## config.mk

```make
export PLATFORM = sky130hd
export DESIGN_NAME = leaf_egress_buffer
export DESIGN_NICKNAME = d
export VERILOG_FILES = /design/src/rtl/leaf_egress_buffer.sv
export SDC_FILE = /design/constraint.sdc
export NUM_CORES = 1
export LEC_CHECK = 0
export ABC_AREA = 1
export CORE_ASPECT_RATIO = 1.2
export CORE_MARGIN = 10
export CORE_UTILIZATION = 35
export DETAILED_ROUTE_END_ITERATION = 16
export PLACE_DENSITY_LB_ADDON = 0.25
export SYNTH_ARGS = -nofsm -noshare
export SYNTH_HDL_FRONTEND = slang
export SYNTH_SLANG_ARGS = --single-unit
```

## constraint.sdc

```tcl
create_clock -name clk -period 5.65 [get_ports clk]
set_input_delay 0.565 -clock clk [delete_from_list [all_inputs] [get_ports clk]]
set_output_delay 0.565 -clock clk [all_outputs]
set_load 0.1 [all_outputs]
```

## src/rtl/leaf_egress_buffer.sv

```systemverilog
// leaf_egress_buffer
//   Egress stage between a leaf's stream flow-control block and its
//   butterfly-fat-tree switch port. Valid packets on stream_in are captured
//   into a small first-word-fall-through FIFO and held on pkt_out until the
//   switch accepts them. A valid packet that finds the FIFO full is dropped,
//   and resend is raised on the following cycle so the flow-control block
//   re-issues it.
//
// Ports
//   clk            clock
//   reset          asynchronous, active-high reset
//   stream_in      packet from flow control; MSB is the valid flag
//   resend         previous cycle's valid packet was not captured
//   self_leaf      this leaf's address (quasi-static)
//   pkt_out        head packet toward the switch; all-zero when empty
//   pkt_out_accept switch consumed pkt_out this cycle
//   level          current FIFO occupancy
//   sent_cnt       packets accepted by the switch (wraps)
//   reject_cnt     packets not captured (saturates)
//   self_addr_cnt  captured packets addressed to self_leaf (saturates)
module leaf_egress_buffer #(
    parameter int PACKET_BITS     = 97,
    parameter int NUM_LEAF_BITS   = 6,
    parameter int FIFO_DEPTH_BITS = 2
) (
    input  logic                       clk,
    input  logic                       reset,
    input  logic [PACKET_BITS-1:0]     stream_in,
    output logic                       resend,
    input  logic [NUM_LEAF_BITS-1:0]   self_leaf,
    output logic [PACKET_BITS-1:0]     pkt_out,
    input  logic                       pkt_out_accept,
    output logic [FIFO_DEPTH_BITS:0]   level,
    output logic [31:0]                sent_cnt,
    output logic [15:0]                reject_cnt,
    output logic [15:0]                self_addr_cnt
);

    localparam int DEPTH = 1 << FIFO_DEPTH_BITS;
    localparam logic [FIFO_DEPTH_BITS:0]   FULL_CNT = {1'b1, {FIFO_DEPTH_BITS{1'b0}}};
    localparam logic [FIFO_DEPTH_BITS:0]   CNT_ONE  = {{FIFO_DEPTH_BITS{1'b0}}, 1'b1};
    localparam logic [FIFO_DEPTH_BITS-1:0] PTR_ONE  = {{(FIFO_DEPTH_BITS-1){1'b0}}, 1'b1};

    logic [PACKET_BITS-1:0]     mem [DEPTH];
    logic [FIFO_DEPTH_BITS-1:0] wr_ptr;
    logic [FIFO_DEPTH_BITS-1:0] rd_ptr;
    logic [FIFO_DEPTH_BITS:0]   count;

    logic in_valid;
    logic full;
    logic empty;
    logic wr_en;
    logic rej_en;
    logic pop_en;
    logic dest_is_self;

    assign in_valid     = stream_in[PACKET_BITS-1];
    assign full         = (count == FULL_CNT);
    assign empty        = (count == '0);
    // Full test uses the count at the start of the cycle: a same-cycle pop
    // does not free a slot for the incoming packet.
    assign wr_en        = in_valid && !full;
    assign rej_en       = in_valid && full;
    assign pop_en       = pkt_out_accept && !empty;
    assign dest_is_self = (stream_in[PACKET_BITS-2 -: NUM_LEAF_BITS] == self_leaf);

    // Storage carries no reset; contents are only observed when count > 0.
    always_ff @(posedge clk) begin
        if (wr_en) begin
            mem[wr_ptr] <= stream_in;
        end
    end

    always_ff @(posedge clk or posedge reset) begin
        if (reset) begin
            wr_ptr        <= '0;
            rd_ptr        <= '0;
            count         <= '0;
            resend        <= 1'b0;
            sent_cnt      <= '0;
            reject_cnt    <= '0;
            self_addr_cnt <= '0;
        end else begin
            resend <= rej_en;
            if (wr_en) begin
                wr_ptr <= wr_ptr + PTR_ONE;
            end
            if (pop_en) begin
                rd_ptr   <= rd_ptr + PTR_ONE;
                sent_cnt <= sent_cnt + 32'd1;
            end
            case ({wr_en, pop_en})
                2'b10:   count <= count + CNT_ONE;
                2'b01:   count <= count - CNT_ONE;
                default: count <= count;
            endcase
            if (rej_en && reject_cnt != 16'hFFFF) begin
                reject_cnt <= reject_cnt + 16'd1;
            end
            if (wr_en && dest_is_self && self_addr_cnt != 16'hFFFF) begin
                self_addr_cnt <= self_addr_cnt + 16'd1;
            end
        end
    end

    // Outputs depend only on registers, so async reset clears them at once.
    assign pkt_out = empty ? '0 : mem[rd_ptr];
    assign level   = count;

endmodule

```

[After elaboration in Yosys (flattened, before gate mapping)]
Memory sizes are Yosys's and may differ from the RTL's.
Index checks and enable logic that the tools add are counted.
Storage, ports and cells
  RAM bits: 388
  ROM bits: 0
  output and inout bits: 165
  logic and storage cells: 35
  register bits after elaboration: 72
  latch bits: 0
  input port bits: 106
  memories: 1
Memory list
  mem: words 4, bits a word 97, read ports 1, clocked after memory_dff 0, write ports 1, line 44  | logic [PACKET_BITS-1:0] mem [DEPTH];
Cells by class
  magnitude comparators: 0
  $mul: 0
  equality and inequality tests: 6
  divide/modulo/power cells: 0
  bitwise gates (word level): 0
  shift-type cells: 0
  reduce and logical (&&, ||, !) cells: 10
  muxes and demuxes: 4
  $add $sub $neg: 7
Operators with widths (number)
  two-way mux 97 bit: 1
  adder 16 x 1 -> 16 bit, second input constant: 2
  adder 32 x 1 -> 32 bit, second input constant: 1
  != test 16 bit, second input constant: 2
  == test 6 bit: 1
  logical AND 1 bit: 6
  one-hot mux 3 bit (2 select lines): 1
  adder 2 x 1 -> 2 bit, second input constant: 2
  adder 3 x 1 -> 3 bit, second input constant: 1
  == test 3 bit, second input constant: 1
  zero test 3 bit: 1
  subtractor 3 x 1 -> 3 bit, second input constant: 1
  == test 2 x 1 -> 1 bit, second input constant: 1
  == test 2 bit, second input constant: 1
  zero test 1 bit: 2
  two-way mux 1 bit: 2
  nonzero test 2 bit: 1

[Longest topological paths before layout]
  depth in word-level cells: 5
  gate-level depth with buffers: 10
  mapped depth without buffers: 10

[Worst setup path before layout]
No wires, ideal clock.
  kind: reg-to-reg
  start point: register count[1], in the netlist level[1]
  end point: memory mem[0][0], enable pin
  period minus slack after synthesis: 5.916 ns
  setup time: 0.554 ns
  data arrival time: 5.363 ns
  path slack: -0.266 ns
  required time: 5.096 ns
  path buffers: 0
  cell stages (with the launch flop): 5
  cells stage by stage: dfrtp_1 > nor2_2 > nand2_1 > nand2_2 > nor2_1
Between the ends
  longest elaborated chain between the ends: 5
RTL lines
  start, declared: line 47  | logic [FIFO_DEPTH_BITS:0] count;
  start signal, assigned: line 93  | 2'b10: count <= count + CNT_ONE;
  start signal, assigned: line 94  | 2'b01: count <= count - CNT_ONE;
  start signal, assigned: line 95  | default: count <= count;
  == test 3 bit: line 58  | assign full = (count == FULL_CNT);
  zero test 1 bit: line 62  | assign wr_en = in_valid && !full;
  logical AND 1 bit: line 62
  two-way mux 1 bit: line 69  | if (wr_en) begin
  two-way mux 1 bit (implied by the code): line 70  | mem[wr_ptr] <= stream_in;
  end, declared: line 44
Every way passes these cells.

[Final worst setup path]
  start point: register rd_ptr[1]
  end point: output port pkt_out[71]
Between the ends
  longest elaborated chain between the ends: 2
RTL lines
  start, declared: line 46  | logic [FIFO_DEPTH_BITS-1:0] rd_ptr;
  start signal, assigned: line 89  | rd_ptr <= rd_ptr + PTR_ONE;
  memory (4 x 97 bit)
  two-way mux 97 bit: line 107  | assign pkt_out = empty ? '0 : mem[rd_ptr];
  end, declared: line 31  | output logic [PACKET_BITS-1:0] pkt_out,
Every way passes these cells.

==> results.md <==
- Final ANT Viol Nets: 0
- Max-cap viol count: 0
- Clock Tree Buf Depth: 3
- Initial DRT Pass Iterations: 5
- Tcrit/Tclk final: between 70 and 80%
- Clock latency on the worst-skew pair: 590 ps
- CP Max Fanout: 90
- RSZ-0062 raised after global routing: no
- Seq/Total Area, Yosys: 70.13%
- Initial antenna violation count: 7
- YS warnings: 0
- Mapped Area: 19180 sq um
- Dpl hpwl: ~30 mm
- CP required: around 5100 ps
- Area share of the largest cell type after synthesis: about 61%
- Clock-pin slew on the worst setup and hold paths: around 60 ps
- Largest family of logic cells by synthesized area: simple AND/OR/NAND/NOR gates
- Fin. max-slew vios: 0
- Clock Skew: approximately 19 ps
- Number of global-route vias before repair: 13460
- Worst slew margin: 25.63%
- Iteration-0 DRC Markers: roughly 870
- Status: completed
- Share of layout cells above drive strength 1: ~5.7%
- P&R area growth vs syn: 26.24%
- First-pass GRT wire length: 79.15 mm
- Initial core utilization: 35.53%
- # clock sinks: between 400 and 500
- Post-layout net count: 2109
- Final Hold Vio Count: 0
- Ports: 271
- Max frequency: between 0.2 and 0.25 GHz
- Synth area leaders: edfxtp_1, dfrtp_1, nor2_1, o21ai_0, nand2_1
- CTS tree: yes
- Hold Path Class: in2async
- Die height: 276.5 um
- Crit path kind: reg2out
- Post-synthesis compound-gate area fraction: 8.062%
- Setup crit end kind: primary output
- CTS Root Cell: clkbuf_16
- Startpoint type of the worst setup path: register
- FF+latch count, synth: 460
- Synthesized instance count: 1740
- Number of fill cells in the layout: 5019
- Tmin final: about 4200 ps
- Final setup viols: 0
- CTS buffer count: between 40 and 50
- Final WL: ~50 mm
- Adder and majority gate portion of the synthesized area: 0.6261%
- XOR/XNOR Fraction of Synth Area: 1.735%
- Commonest non-fill, non-tap cell in the layout: nor2_1
- Simple-gate share of the synthesized area: about 16%
- Worst slew pin tran: 1112 ps
- Via-per-instance ratio: 4.821
- Horiz. Die Dim: 233.7 um
- Min Hold Slack: 442.7 ps
- Post-synthesis mux area share: 0%
- Residual DRC: 0
- Syn Area/Cell: between 10 and 15 sq um
- H-tree Lvls: 2
- Gr ovfl total: 0
- WL/cell: 18.58 um
- Routability Congestion: 0.8169
- Cts repair resizes: 0
- Yosys cell types: 33
- CTS Hold Bufs: 0
- Postcts setup bufs: 0
- Commonest cells after routing, fill and taps aside: nor2_1, edfxtp_1, clkdlybuf4s50_1, nand2_1, o21ai_0
- Worst EP arrival: 3640 ps
- Pin count of the biggest net entering global routing: 196
- IO Port Bufs: 270
- Total GRT Usage: 15.58%
- Die ar.: 64610 sq um
- Yosys top cell by area: edfxtp_1
- Syn Nets: 1855
- Row count: 93
- Core area: 53990 sq um
- Via Count: 13240
## cell families (layout without fill, tap and decap cells)
kind of cell               after synthesis  count (layout)
DFF                                    460             460
xor gates and xnor gates                38              38
buffers and inverters                  166             460
adders and majority gates                9               9
AOI/OAI and AO/OA                      309             309
other                                    0               1
and+or+nand+nor                        758             758
## registers in the layout, indices dropped and copies added, names as in the netlist
name,count
self_addr_cnt,16
wr_ptr,2
reject_cnt,16
resend,1
mem,388
level,3
rd_ptr,2
sent_cnt,32
## metal layers
layer / wire [um] / vias up / GRT usage, % / share of wire, %
li1: - / 6442 / - / -
met3: 3904 / 70 / 5.272 / 7.6
met2: 24720 / 304 / 25.94 / 48
met1: 21430 / 6415 / 19.06 / 42
met5: 92 / - / 0 / 0.18
met4: 900 / 12 / 3.632 / 1.8
## critical path: stages (launching register included)
cell and delay, ps:
dfrtp_4 720, clkinv_2 250, buf_12 320, nor2_1 160, o21ai_0 90, a21oi_1 270
clkdlybuf4s50_1 1210
## synth_stat cells, drive strengths merged
library cell	count
a21oi	98
dfrtp	72
nor3	9
xnor2	18
nand3b	6
edfxtp	388
nor4	1
clkbuf	43
o21ai	211
nand3	43
nand4	14
buf	36
fa	1
nor2	456
inv	87
nand2	227
and2	1
nor3b	1
ha	8
xor2	20
## area by class of cell
cell class / instances / area (sq um) / share of cell area, %
diodes: 1 / 2.502 / 0.01033
clock buffers: 53 / 1220 / 5.037
clock inverters: 37 / 346.6 / 1.431
inverters: 87 / 335.3 / 1.385
multi-input cells: 1114 / 5081 / 20.98
flip-flops and latches: 460 / 13460 / 55.58
well taps: 712 / 890.9 / 3.679
repair buffers: 283 / 2880 / 11.89
## stage by stage
step           utilization [%]  worst slack (ps)  setup TNS, ps  std cells  instance area (sq um)
4_1_cts                  44.85              1340              0       2746                  24210
3_3_place_gp             41.95              1999              0       2656                  22650
2_1_floorplan                -            -266.3        -103320       1740                  19180
3_5_place_dp             41.95              1973              0       2656                  22650
5_1_grt                  44.85              1183              0       2747                  24220
6_report                 44.85              1443              0       2747                  24220
## final timing paths
path	from	to	slack, ps	cells past startpoint
max in group asynchronous	reset	rd_ptr[1]$_DFFE_PP0P_	4170	3
min in group clk	sent_cnt[4]$_DFFE_PP0P_	sent_cnt[4]$_DFFE_PP0P_	500	1
setup reg to reg	level[0]$_DFFE_PP0P_	mem[0][24]$_DFFE_PP_	3380	5
hold reg to reg	sent_cnt[4]$_DFFE_PP0P_	sent_cnt[4]$_DFFE_PP0P_	500	1
hold / removal	reset	sent_cnt[4]$_DFFE_PP0P_	440	2
setup / recovery	rd_ptr[1]$_DFFE_PP0P_	pkt_out[71]	1440	6
Power is left out: the tool's default activity adds up to more than one toggle a clock period on the data nets, which glitch-free logic cannot reach.
==> RTL change 1, RTL diff (same flow settings) <==
Remove the register `resend`: a continuous assignment takes its place, so the output `resend` follows one clock earlier. Comments in the files are not updated.
--- a/src/rtl/leaf_egress_buffer.sv
+++ b/src/rtl/leaf_egress_buffer.sv
@@ -77,10 +77,8 @@
             rd_ptr        <= '0;
             count         <= '0;
-            resend        <= 1'b0;
             sent_cnt      <= '0;
             reject_cnt    <= '0;
             self_addr_cnt <= '0;
         end else begin
-            resend <= rej_en;
             if (wr_en) begin
                 wr_ptr <= wr_ptr + PTR_ONE;
@@ -104,4 +102,6 @@
     end
 
+    assign resend = rej_en;
+
     // Outputs depend only on registers, so async reset clears them at once.
     assign pkt_out = empty ? '0 : mem[rd_ptr];
Check against the original RTL: no difference found for any inputs over 4 cycles, from zero or initial values and one cycle with reset high; that may be too few to reach the edited logic, so the function may still have changed.
==> RTL change 1 against the original RTL <==
Critical path depth unchanged. Worst setup slack worse by 0.33 ns. Worst hold slack got worse by 0.11 ns. Count of clock-buffer cells in the layout rose by 8. First-iteration DRC count is 12% lower. Cell count about the same. Cell area barely moved. Sequential cell count decreased by 1. Area after synthesis fell by 0.13%. Routed wire length is 0.42% higher. Non-clock buffer count is the same.
Power is left out: the tool's default activity adds up to more than one toggle a clock period on the data nets, which glitch-free logic cannot reach.
==> RTL change 1: results (changes against the original RTL) <==
dpl cell area 22,600 sq um (about the same); R2R Setup Slk 3.17 ns (was 3.38 ns); Iter 0 DRT Violations 766 (was 872); syn nets 1,854 (was 1,855); Routed WL 51.3 mm (was 51.0 mm); CP arrival 3.97 ns (was 3.64 ns); worst reg2reg endpoint mem[1][57] (was mem[0][24]); met2 wire len 24.7 mm (about the same); first-pass GRT wire length 79.1 mm (about the same); Crit-path slowest cell clkdlybuf4s50_1 (unchanged); Worst Tran Pin Value 1.29 ns (was 1.11 ns); wl on met1 21.5 mm (was 21.4 mm); skew final 0.0116 ns (was 0.0188 ns); antenna cells 0 (was 1); routability cong. 0.860 (was 0.817); top cells by area, synth edfxtp_1 61%, dfrtp_1 9.3%, nor2_1 8.8% (was edfxtp_1 61%, dfrtp_1 9.4%, nor2_1 8.8%); met3 WL post-DR 4.39 mm (was 3.90 mm); initial antenna violation count 6 (was 7); Seq/Total Area, Yosys 0.701 (about the same); cts bufs inserted 48 (unchanged); clk_lat worst skew 0.57 ns (was 0.59 ns); Reg-to-Reg Start level[1] (was level[0]); I/O Buffers 270 (unchanged); via count 13,288 (was 13,243); share of layout cells above drive strength 1 0.0556 (was 0.0565); largest net degree at the start of global routing 196 (unchanged); CP Capture Point pkt_out[25] (was pkt_out[71]); CP max FO 69 (was 90); postcts setup bufs 0 (unchanged); Worst-path clk slew 0.06 ns (about the same); clk root buf clkbuf_16 (unchanged); status finished, final reports clean (unchanged); gr usage total 0.155 (was 0.156); Async SR Flop Fraction 0.155 (was 0.157); Nets 2,108 (was 2,109); Post-DP HPWL 31.3 mm (was 30.3 mm)
[RTL change 1: layer usage]
metal / vias to the layer above / track usage
met3: 63 / 0.0533
met2: 357 / 0.254
met1: 6431 / 0.195
met4: 12 / 0.0317
met5: - / 0
li1: 6425 / -
[RTL change 1: final cells by class]
type	instances	area [sq um]
timing repair buffer	283	2870
sequential	459	13400
clock inverter	29	303
tap	712	891
multi-input combinational	1114	5080
fill	5028	29800
inverter	87	334
clock buffer	61	1280
[RTL change 1: cells by family after synthesis]
family,after synthesis,synth area share
buffers and inverters,166,0.0355
AO/OA/AOI/OAI,309,0.0807
XOR/XNOR,38,0.0174
adder cells (fa/ha/maj),9,0.00627
AND/OR/NAND/NOR,758,0.159
flip-flops,459,0.701
[RTL change 1: per-stage QoR]
stage | util | std cells | setup slack [ns] | hold WS, ns
global route | 0.448 | 2745 | 0.825 | 0.356
floorplan | - | 1739 | -0.266 | 0.580
CTS | 0.448 | 2745 | 1.03 | 0.323
finish | 0.448 | 2745 | 1.11 | 0.333
detailed placement | 0.419 | 2655 | 1.66 | 0.501
global placement | 0.419 | 2655 | 1.69 | 0.483
[RTL change 1: how the worst min path moves through the flow]
stage	from	endpoint	cells after the start
floorplan	wr_ptr[1]	wr_ptr[1]	2
global placement	sent_cnt[4]	sent_cnt[4]	1
detailed placement	sent_cnt[4]	sent_cnt[4]	1
CTS	reset	sent_cnt[31]	2
global route	reset	sent_cnt[31]	2
finish	reset	sent_cnt[31]	2
==> RTL change 2, RTL diff (same settings) <==
Without the edit above. `NUM_LEAF_BITS`: 6 -> 12.
--- a/src/rtl/leaf_egress_buffer.sv
+++ b/src/rtl/leaf_egress_buffer.sv
@@ -21,5 +21,5 @@
 module leaf_egress_buffer #(
     parameter int PACKET_BITS     = 97,
-    parameter int NUM_LEAF_BITS   = 6,
+    parameter int NUM_LEAF_BITS   = 12,
     parameter int FIFO_DEPTH_BITS = 2
 ) (
Interface: changed (resized self_leaf); port bits go from 271 to 277. The function was not compared with the original's and may differ.
==> RTL change 2 against the original RTL <==
Sequential cell count unchanged. Highest routed layer is now met4. Die area up 0.40%. Global-route usage up 0.11 points. Worst setup slack worse by 0.45 ns. Register-to-register slack worse by 0.39 ns. Fmax down 9.7%. Worst hold slack better by 0.023 ns. Routed wire length up 1.3%. Cell area up 0.85%. Area after synthesis up 0.44%.
Power is left out: the tool's default activity adds up to more than one toggle a clock period on the data nets, which glitch-free logic cannot reach.
==> RTL change 2: results (changes against the original RTL) <==
largest net degree at the start of global routing 196 (unchanged); met1 Resource Use GR 0.190 (was 0.191); first-pass GRT wire length 79.3 mm (was 79.1 mm); status finished, final reports clean (unchanged); Nets 2,127 (was 2,109); Worst Hold Class primary input to asynchronous set/reset pin (unchanged); Top Registers mem (388), sent_cnt (32) (unchanged); cts bufs inserted 48 (unchanged); DRT Pass-1 Iters 4 (was 5); Async SR Flop Fraction 0.157 (unchanged); Worst-path clk slew 0.06 ns (about the same); Crit-path slowest cell clkdlybuf4s50_1 (unchanged); Seq/Total Area, Yosys 0.698 (was 0.701); met3 GRT Util 0.0441 (was 0.0527); Netlist cell types 34 (was 33); Fin Hold WS 0.466 ns (was 0.443 ns); H-tree Lvls 2 (unchanged); Post-DP HPWL 32.3 mm (was 30.3 mm); Fillers 5,109 (was 5,019); syn nets 1,861 (was 1,855); Crit path largest cell delay 1.18 ns (was 1.21 ns); CTS Buffer Depth 3 (unchanged); CP arrival 4.09 ns (was 3.64 ns); skew final 0.0153 ns (was 0.0188 ns); Main synth FF type edfxtp_1 (unchanged); R2R Setup Slk 2.99 ns (was 3.38 ns); Routed WL 51.7 mm (was 51.0 mm); worst r2r path cells 5 (unchanged); top cells by area, synth edfxtp_1 60%, dfrtp_1 9.4%, nor2_1 8.8% (was edfxtp_1 61%, dfrtp_1 9.4%, nor2_1 8.8%); clk root buf clkbuf_16 (unchanged); GRT met2 Usage 0.268 (was 0.259); clk_lat worst skew 0.57 ns (was 0.59 ns); via count 13,571 (was 13,243); gr usage total 0.157 (was 0.156); routability cong. 0.848 (was 0.817); postcts setup bufs 0 (unchanged); Reg-to-Reg Start level[0] (unchanged); post_cts resized 0 (unchanged); initial antenna violation count 3 (was 7); share of layout cells above drive strength 1 0.0631 (was 0.0565); number of flops mapped to enable cells by yosys 388 (unchanged); CP top delay family buffers and inverters (unchanged); CP max FO 68 (was 90); Iter 0 DRT Violations 869 (was 872); Synth top cells by count 452 x nor2_1, 388 x edfxtp_1, 207 x nand2_1, 206 x o21ai_0, 98 x a21oi_1 (was 451 x nor2_1, 388 x edfxtp_1, 221 x nand2_1, 211 x o21ai_0, 98 x a21oi_1); I/O Buffers 276 (was 270); worst reg2reg endpoint mem[1][79] (was mem[0][24]); Worst Tran Pin Value 1.08 ns (was 1.11 ns); Yosys Warn Count 0 (unchanged)
## RTL change 2: cell count changes after synthesis, moves of 5 or more
cell,change
nand4_1,+21
nand2_1,-14
nand3_1,-10
nand3b_1,+6
o21ai_0,-5
xnor2_1,-5
## RTL change 2: stage by stage
stage / std cells / utilization / setup slack [ns] / cell area, sq um
floorplan: 1740 / - / -0.482 / 19300
global placement: 2676 / 0.417 / 1.57 / 22800
detailed placement: 2676 / 0.417 / 1.54 / 22800
CTS: 2764 / 0.446 / 0.915 / 24400
global route: 2766 / 0.447 / 0.744 / 24400
finish: 2767 / 0.447 / 0.991 / 24400
## RTL change 2: area by class of cell
type	count	share of cell area
sequential	460	0.551
antenna	3	0.000307
timing repair buffer	296	0.119
tap	720	0.0369
clock inverter	31	0.0147
inverter	85	0.0134
multi-input combinational	1115	0.212
clock buffer	57	0.0523
## RTL change 2: logic make-up (layout without fill, tap and decap cells)
family | Yosys count | in the layout | synth area share
compound gates | 308 | 308 | 0.0807
simple gates | 762 | 762 | 0.164
fa+ha+maj | 9 | 9 | 0.00623
flops | 460 | 460 | 0.698
other cells | 0 | 3 | 0
xor+xnor | 36 | 36 | 0.0164
buf+inv | 165 | 469 | 0.0347
## RTL change 2: worst max path at each step
stage	slack, ns	to	depth (start not counted)	startpoint
floorplan	-0.48	mem[0][0]	4	level[1]
global placement	1.57	pkt_out[3]	6	rd_ptr[1]
detailed placement	1.54	pkt_out[23]	6	rd_ptr[1]
CTS	0.91	pkt_out[23]	6	rd_ptr[1]
global route	0.74	pkt_out[18]	6	rd_ptr[1]
finish	0.99	pkt_out[23]	6	rd_ptr[1]
## RTL change 2: layer usage
metal	wire length, um	share of wire
met5	0	0
met4	962	0.019
met2	25700	0.50
met3	3550	0.069
met1	21500	0.42
## RTL change 2: worst reg2reg max path: cells and delay by family (launching register included)
kind / cells / cell delay (ns)
buffers and inverters: 2 / 0.84
AND/OR/NAND/NOR: 2 / 0.73
flip-flops: 1 / 0.44
AO/OA/AOI/OAI: 1 / 0.23
